<file path="src/rtl/mem_port_arbiter.sv">
// Arbitrates the single memory port between instruction fetch and data access.
// One access in flight at a time; each completes with a one-cycle ready pulse.
module mem_port_arbiter #(
    parameter int unsigned WORD_SIZE      = 16,
    parameter int unsigned MEM_LATENCY    = 4,
    parameter int unsigned I_STARVE_LIMIT = 2
) (
    input  logic                 clk,
    input  logic                 reset_n,
    input  logic                 i_req,
    input  logic [WORD_SIZE-1:0] i_addr,
    output logic                 i_ready,
    output logic [WORD_SIZE-1:0] i_rdata,
    input  logic                 d_req,
    input  logic                 d_we,
    input  logic [WORD_SIZE-1:0] d_addr,
    input  logic [WORD_SIZE-1:0] d_wdata,
    output logic                 d_ready,
    output logic [WORD_SIZE-1:0] d_rdata,
    output logic                 mem_read,
    output logic                 mem_write,
    output logic [WORD_SIZE-1:0] mem_addr,
    output logic [WORD_SIZE-1:0] mem_wdata,
    input  logic [WORD_SIZE-1:0] mem_rdata,
    output logic                 busy
);

    localparam int unsigned SkipW = (I_STARVE_LIMIT < 1) ? 1 : $clog2(I_STARVE_LIMIT + 1);
    localparam logic [3:0]       CntInit = 4'(MEM_LATENCY - 1);
    localparam logic [SkipW-1:0] SkipMax = SkipW'(I_STARVE_LIMIT);

    typedef enum logic [1:0] {
        StIdle,
        StBusy,
        StDone
    } state_e;

    state_e               state_q, state_d;
    logic [3:0]           cnt_q, cnt_d;
    logic                 owner_q, owner_d;
    logic                 we_q, we_d;
    logic [WORD_SIZE-1:0] addr_q, addr_d;
    logic [WORD_SIZE-1:0] wdata_q, wdata_d;
    logic [SkipW-1:0]     skip_q, skip_d;
    logic [WORD_SIZE-1:0] i_rdata_q, i_rdata_d;
    logic [WORD_SIZE-1:0] d_rdata_q, d_rdata_d;
    logic                 grant_d;

    always_ff @(posedge clk) begin
        if (!reset_n) begin
            state_q   <= StIdle;
            cnt_q     <= '0;
            owner_q   <= 1'b0;
            we_q      <= 1'b0;
            addr_q    <= '0;
            wdata_q   <= '0;
            skip_q    <= '0;
            i_rdata_q <= '0;
            d_rdata_q <= '0;
        end else begin
            state_q   <= state_d;
            cnt_q     <= cnt_d;
            owner_q   <= owner_d;
            we_q      <= we_d;
            addr_q    <= addr_d;
            wdata_q   <= wdata_d;
            skip_q    <= skip_d;
            i_rdata_q <= i_rdata_d;
            d_rdata_q <= d_rdata_d;
        end
    end

    always_comb begin
        state_d   = state_q;
        cnt_d     = cnt_q;
        owner_d   = owner_q;
        we_d      = we_q;
        addr_d    = addr_q;
        wdata_d   = wdata_q;
        skip_d    = skip_q;
        i_rdata_d = i_rdata_q;
        d_rdata_d = d_rdata_q;
        grant_d   = 1'b0;

        unique case (state_q)
            StIdle: begin
                if (i_req || d_req) begin
                    // Data wins conflicts until fetch has lost SkipMax in a row.
                    grant_d = d_req && !(i_req && (skip_q == SkipMax));
                    if (grant_d) begin
                        owner_d = 1'b1;
                        we_d    = d_we;
                        addr_d  = d_addr;
                        wdata_d = d_wdata;
                        if (i_req) begin
                            skip_d = skip_q + 1'b1;
                        end
                    end else begin
                        owner_d = 1'b0;
                        we_d    = 1'b0;
                        addr_d  = i_addr;
                        wdata_d = '0;
                        skip_d  = '0;
                    end
                    cnt_d   = CntInit;
                    state_d = StBusy;
                end
            end
            StBusy: begin
                if (cnt_q == 4'd0) begin
                    if (!we_q) begin
                        if (owner_q) begin
                            d_rdata_d = mem_rdata;
                        end else begin
                            i_rdata_d = mem_rdata;
                        end
                    end
                    state_d = StDone;
                end else begin
                    cnt_d = cnt_q - 4'd1;
                end
            end
            StDone: begin
                state_d = StIdle;
            end
            default: begin
                state_d = StIdle;
            end
        endcase
    end

    always_comb begin
        mem_read  = (state_q == StBusy) && !we_q;
        mem_write = (state_q == StBusy) && we_q;
        mem_addr  = (state_q == StBusy) ? addr_q : '0;
        mem_wdata = (state_q == StBusy) ? wdata_q : '0;
        i_ready   = (state_q == StDone) && !owner_q;
        d_ready   = (state_q == StDone) && owner_q;
        busy      = (state_q != StIdle);
        i_rdata   = i_rdata_q;
        d_rdata   = d_rdata_q;
    end

endmodule

</file>
<file path="config.mk">
export PLATFORM = sky130hd
export DESIGN_NAME = mem_port_arbiter
export DESIGN_NICKNAME = d
export VERILOG_FILES = /design/src/rtl/mem_port_arbiter.sv
export SDC_FILE = /design/constraint.sdc
export NUM_CORES = 1
export LEC_CHECK = 0
export ABC_AREA = 1
export CAP_MARGIN = 20
export CORE_MARGIN = 3
export CORE_UTILIZATION = 43
export CTS_BUF_LIST = sky130_fd_sc_hd__clkbuf_8
export DETAILED_ROUTE_END_ITERATION = 6
export PLACE_DENSITY = 0.81
export SLEW_MARGIN = 20
export SYNTH_ARGS = -nofsm -noshare
export SYNTH_HDL_FRONTEND = slang
export SYNTH_SLANG_ARGS = --single-unit
</file>
<file path="constraint.sdc">
create_clock -name clk -period 1.7 [get_ports clk]
set_input_delay 0.425 -clock clk [delete_from_list [all_inputs] [get_ports clk]]
set_output_delay 0.425 -clock clk [all_outputs]
set_load 0.03 [all_outputs]
</file>
==> impl_metrics.json <==
{
  "clock-sinks": 74,
  "route.detailed.drc": 0,
  "violations": "setup timing",
  "area_delta_synth_final_pct": 71.1,
  "cp-end-kind": "output port",
  "synth_nets": 485,
  "tightest_slew_ns": 0.339,
  "post-route-period-util_pct": 102,
  "drt_iter0_drc": 133,
  "crit_chain": "inv_4 > nand2_8 > clkbuf_16 > nor2_4 > buf_6",
  "nets": 643,
  "status": "complete, but fails checks",
  "vdd_drop_max_mv": 0.581,
  "io_pins": 138,
  "final_cells": 672,
  "post-route-util_pct": 77.0,
  "ctsHoldBuffers": 0,
  "grt_use_total_pct": 21.6,
  "portBuffers": 137,
  "ant_nets": 0,
  "max-cap-violations": 0,
  "drive_gt1_share_pct": 24.7,
  "cts_tree": "built",
  "worst_slack_ns": -0.0337,
  "clk_pin_slew_ns": 0.08,
  "avgSynthCellArea_sq_um": 7.53,
  "setup_tns_ns": -0.374,
  "rows": 30,
  "min_period_ns": 1.73,
  "seq_area_frac_synth_pct": 47.7,
  "grt_pass1_wl_um": 14600,
  "placed_cells": 646,
  "num_vias": 3361,
  "insertion_delay_ns": 0.35,
  "gp_congestion": 0.769,
  "start_util_pct": 45.0,
  "critPathKind": "reg -> out",
  "wl_per_cell_um": 15.7,
  "synth_warnings": 0,
  "critPathSlowestCell": "dfxtp_2",
  "synthesis.area_sq_um": 3110,
  "critPathLaunchType": "register",
  "setup_viol": 21,
  "grt_max_degree": 36,
  "ys_seq_elements": 74,
  "die_y_um": 91.0,
  "yosysUniqueCellTypes": 22,
  "rsz0062_at_grt": "yes",
  "htreeDepth": 3,
  "antenna_found_initial": 0,
  "path_max_fanout": 7,
  "routed_via_density": 5.00,
  "hold_path_class": "reg -> reg",
  "layout_commonest_cell": "nor2_1",
  "worstPathArrival_ns": 1.31,
  "skew_ns": 0.0115,
  "coreArea_sq_um": 6910,
  "cts_root_buf": "clkbuf_8",
  "powerDensity_nw_per_um2": 994,
  "synthCells": 413,
  "firstDrtPassIters": 4,
  "hold_violations": 0,
  "fp.dieW_um": 91.0,
  "crit_required_ns": 1.27,
  "p_leak_nw": 2.29,
  "die_area_sq_um": 8280,
  "first_global_vias": 3164,
  "slew-limit-headroom_pct": 77.5,
  "slowest_delay_ns": 0.35,
  "reg2reg_slack_ns": 0.08,
  "final_cell_mix": "nor2_1 (91), dfxtp_1 (72), clkdlybuf4s50_1 (68)",
  "antenna_cells": 0,
  "fmax_mhz": 577,
  "routed_wl_um": 10500,
  "cts_buffers": 9,
  "cts_buffer_depth": 2,
  "slew_violations": 0,
  "grt_overflow": 0,
  "dp_hpwl_um": 6430
}
registers in the layout, indices dropped and copies added (netlist names):
register and flops:
addr_q 16, cnt_q 4, d_rdata 16, i_rdata 16, owner_q 1, skip_q 2, state_q 2, wdata_q 16
we_q 1
power by group:
part	total [W]	internal [W]	leakage, nW	switching [W]
logic	0.00164	0.000699	1.57	0.000941
clock network	0.00165	0.000975	0.117	0.000678
registers	0.00199	0.00191	0.606	0.0000842
total	0.00529	0.00358	2.29	0.00170
worst paths after layout:
kind                    from     endpoint  cells past startpoint
setup / recovery  state_q[1]  mem_addr[2]                      5
hold / removal    d_rdata[5]   d_rdata[5]                      2
setup reg to reg    cnt_q[0]   i_rdata[5]                      8
hold reg to reg   d_rdata[5]   d_rdata[5]                      2
final cells by class:
type | instances | area [sq um]
Fill cell | 451 | 1590
Multi-Input combinational cell | 259 | 1530
Clock buffer | 9 | 124
Clock inverter | 7 | 118
Tap cell | 96 | 120
Sequential cell | 74 | 1490
Inverter | 63 | 239
Timing Repair Buffer | 164 | 1700
worst max-delay path: cells and delay by family, from the launching register on:
| kind | cells | cell delay (ns) |
|---|---|---|
| flip-flops | 1 | 0.35 |
| buffers and inverters | 3 | 0.42 |
| AND/OR/NAND/NOR | 2 | 0.19 |
metrics by stage:
step                      hold WS [ns]  cell area [sq um]  total power (W)  setup slack, ns
after floorplan                  0.453               3110          0.00278            0.121
after global placement           0.464               4620          0.00334          -0.0694
after detailed placement         0.470               4620          0.00338           -0.144
after CTS                        0.483               4920          0.00504         -0.00307
after global routing             0.505               5320          0.00551          -0.0834
final                            0.480               5320          0.00529          -0.0337
synthesized netlist by cell type:
cell type / n / area share [%]
a21oi_1: 5 / 0.81
a22oi_1: 1 / 0.24
buf_2: 8 / 1.3
buf_6: 2 / 0.72
clkbuf_1: 7 / 0.85
dfxtp_1: 74 / 48
ha_1: 3 / 1.2
inv_1: 59 / 7.1
inv_2: 4 / 0.48
nand2_1: 28 / 3.4
nand2_2: 3 / 0.60
nand3_1: 4 / 0.64
nand3_2: 1 / 0.32
nor2_1: 122 / 15
nor2_2: 1 / 0.20
nor2_4: 2 / 0.72
nor3_1: 4 / 0.64
o21ai_0: 3 / 0.48
o21ai_2: 1 / 0.28
o21bai_1: 32 / 7.7
o22ai_1: 33 / 6.6
or2_2: 16 / 3.2
repair_timing:
| item | in CTS | in global routing |
|---|---|---|
| buffers inserted | 4 | 3 |
| setup endpoints to repair | 66 | 36 |
| cloned | 1 | 2 |
| gates resized for setup | 49 | 82 |
| pin swaps | 0 | 2 |
cells by family after synthesis:
group | Yosys count | synth area share [%]
buffers and inverters | 80 | 10.5
AND/OR/NAND/NOR | 181 | 24.5
adder cells (fa/ha/maj) | 3 | 1.21
flip-flops | 74 | 47.7
AO/OA/AOI/OAI | 75 | 16.2
per-layer routing:
metal	global-route usage [%]	up-vias	part of all wire (%)
li1	-	1613	-
met1	24.9	1539	39
met2	35.9	182	49
met3	7.21	27	8.9
met4	10.4	0	2.7
met5	0	-	0
No activity file was read; power rests on OpenSTA's default activity.
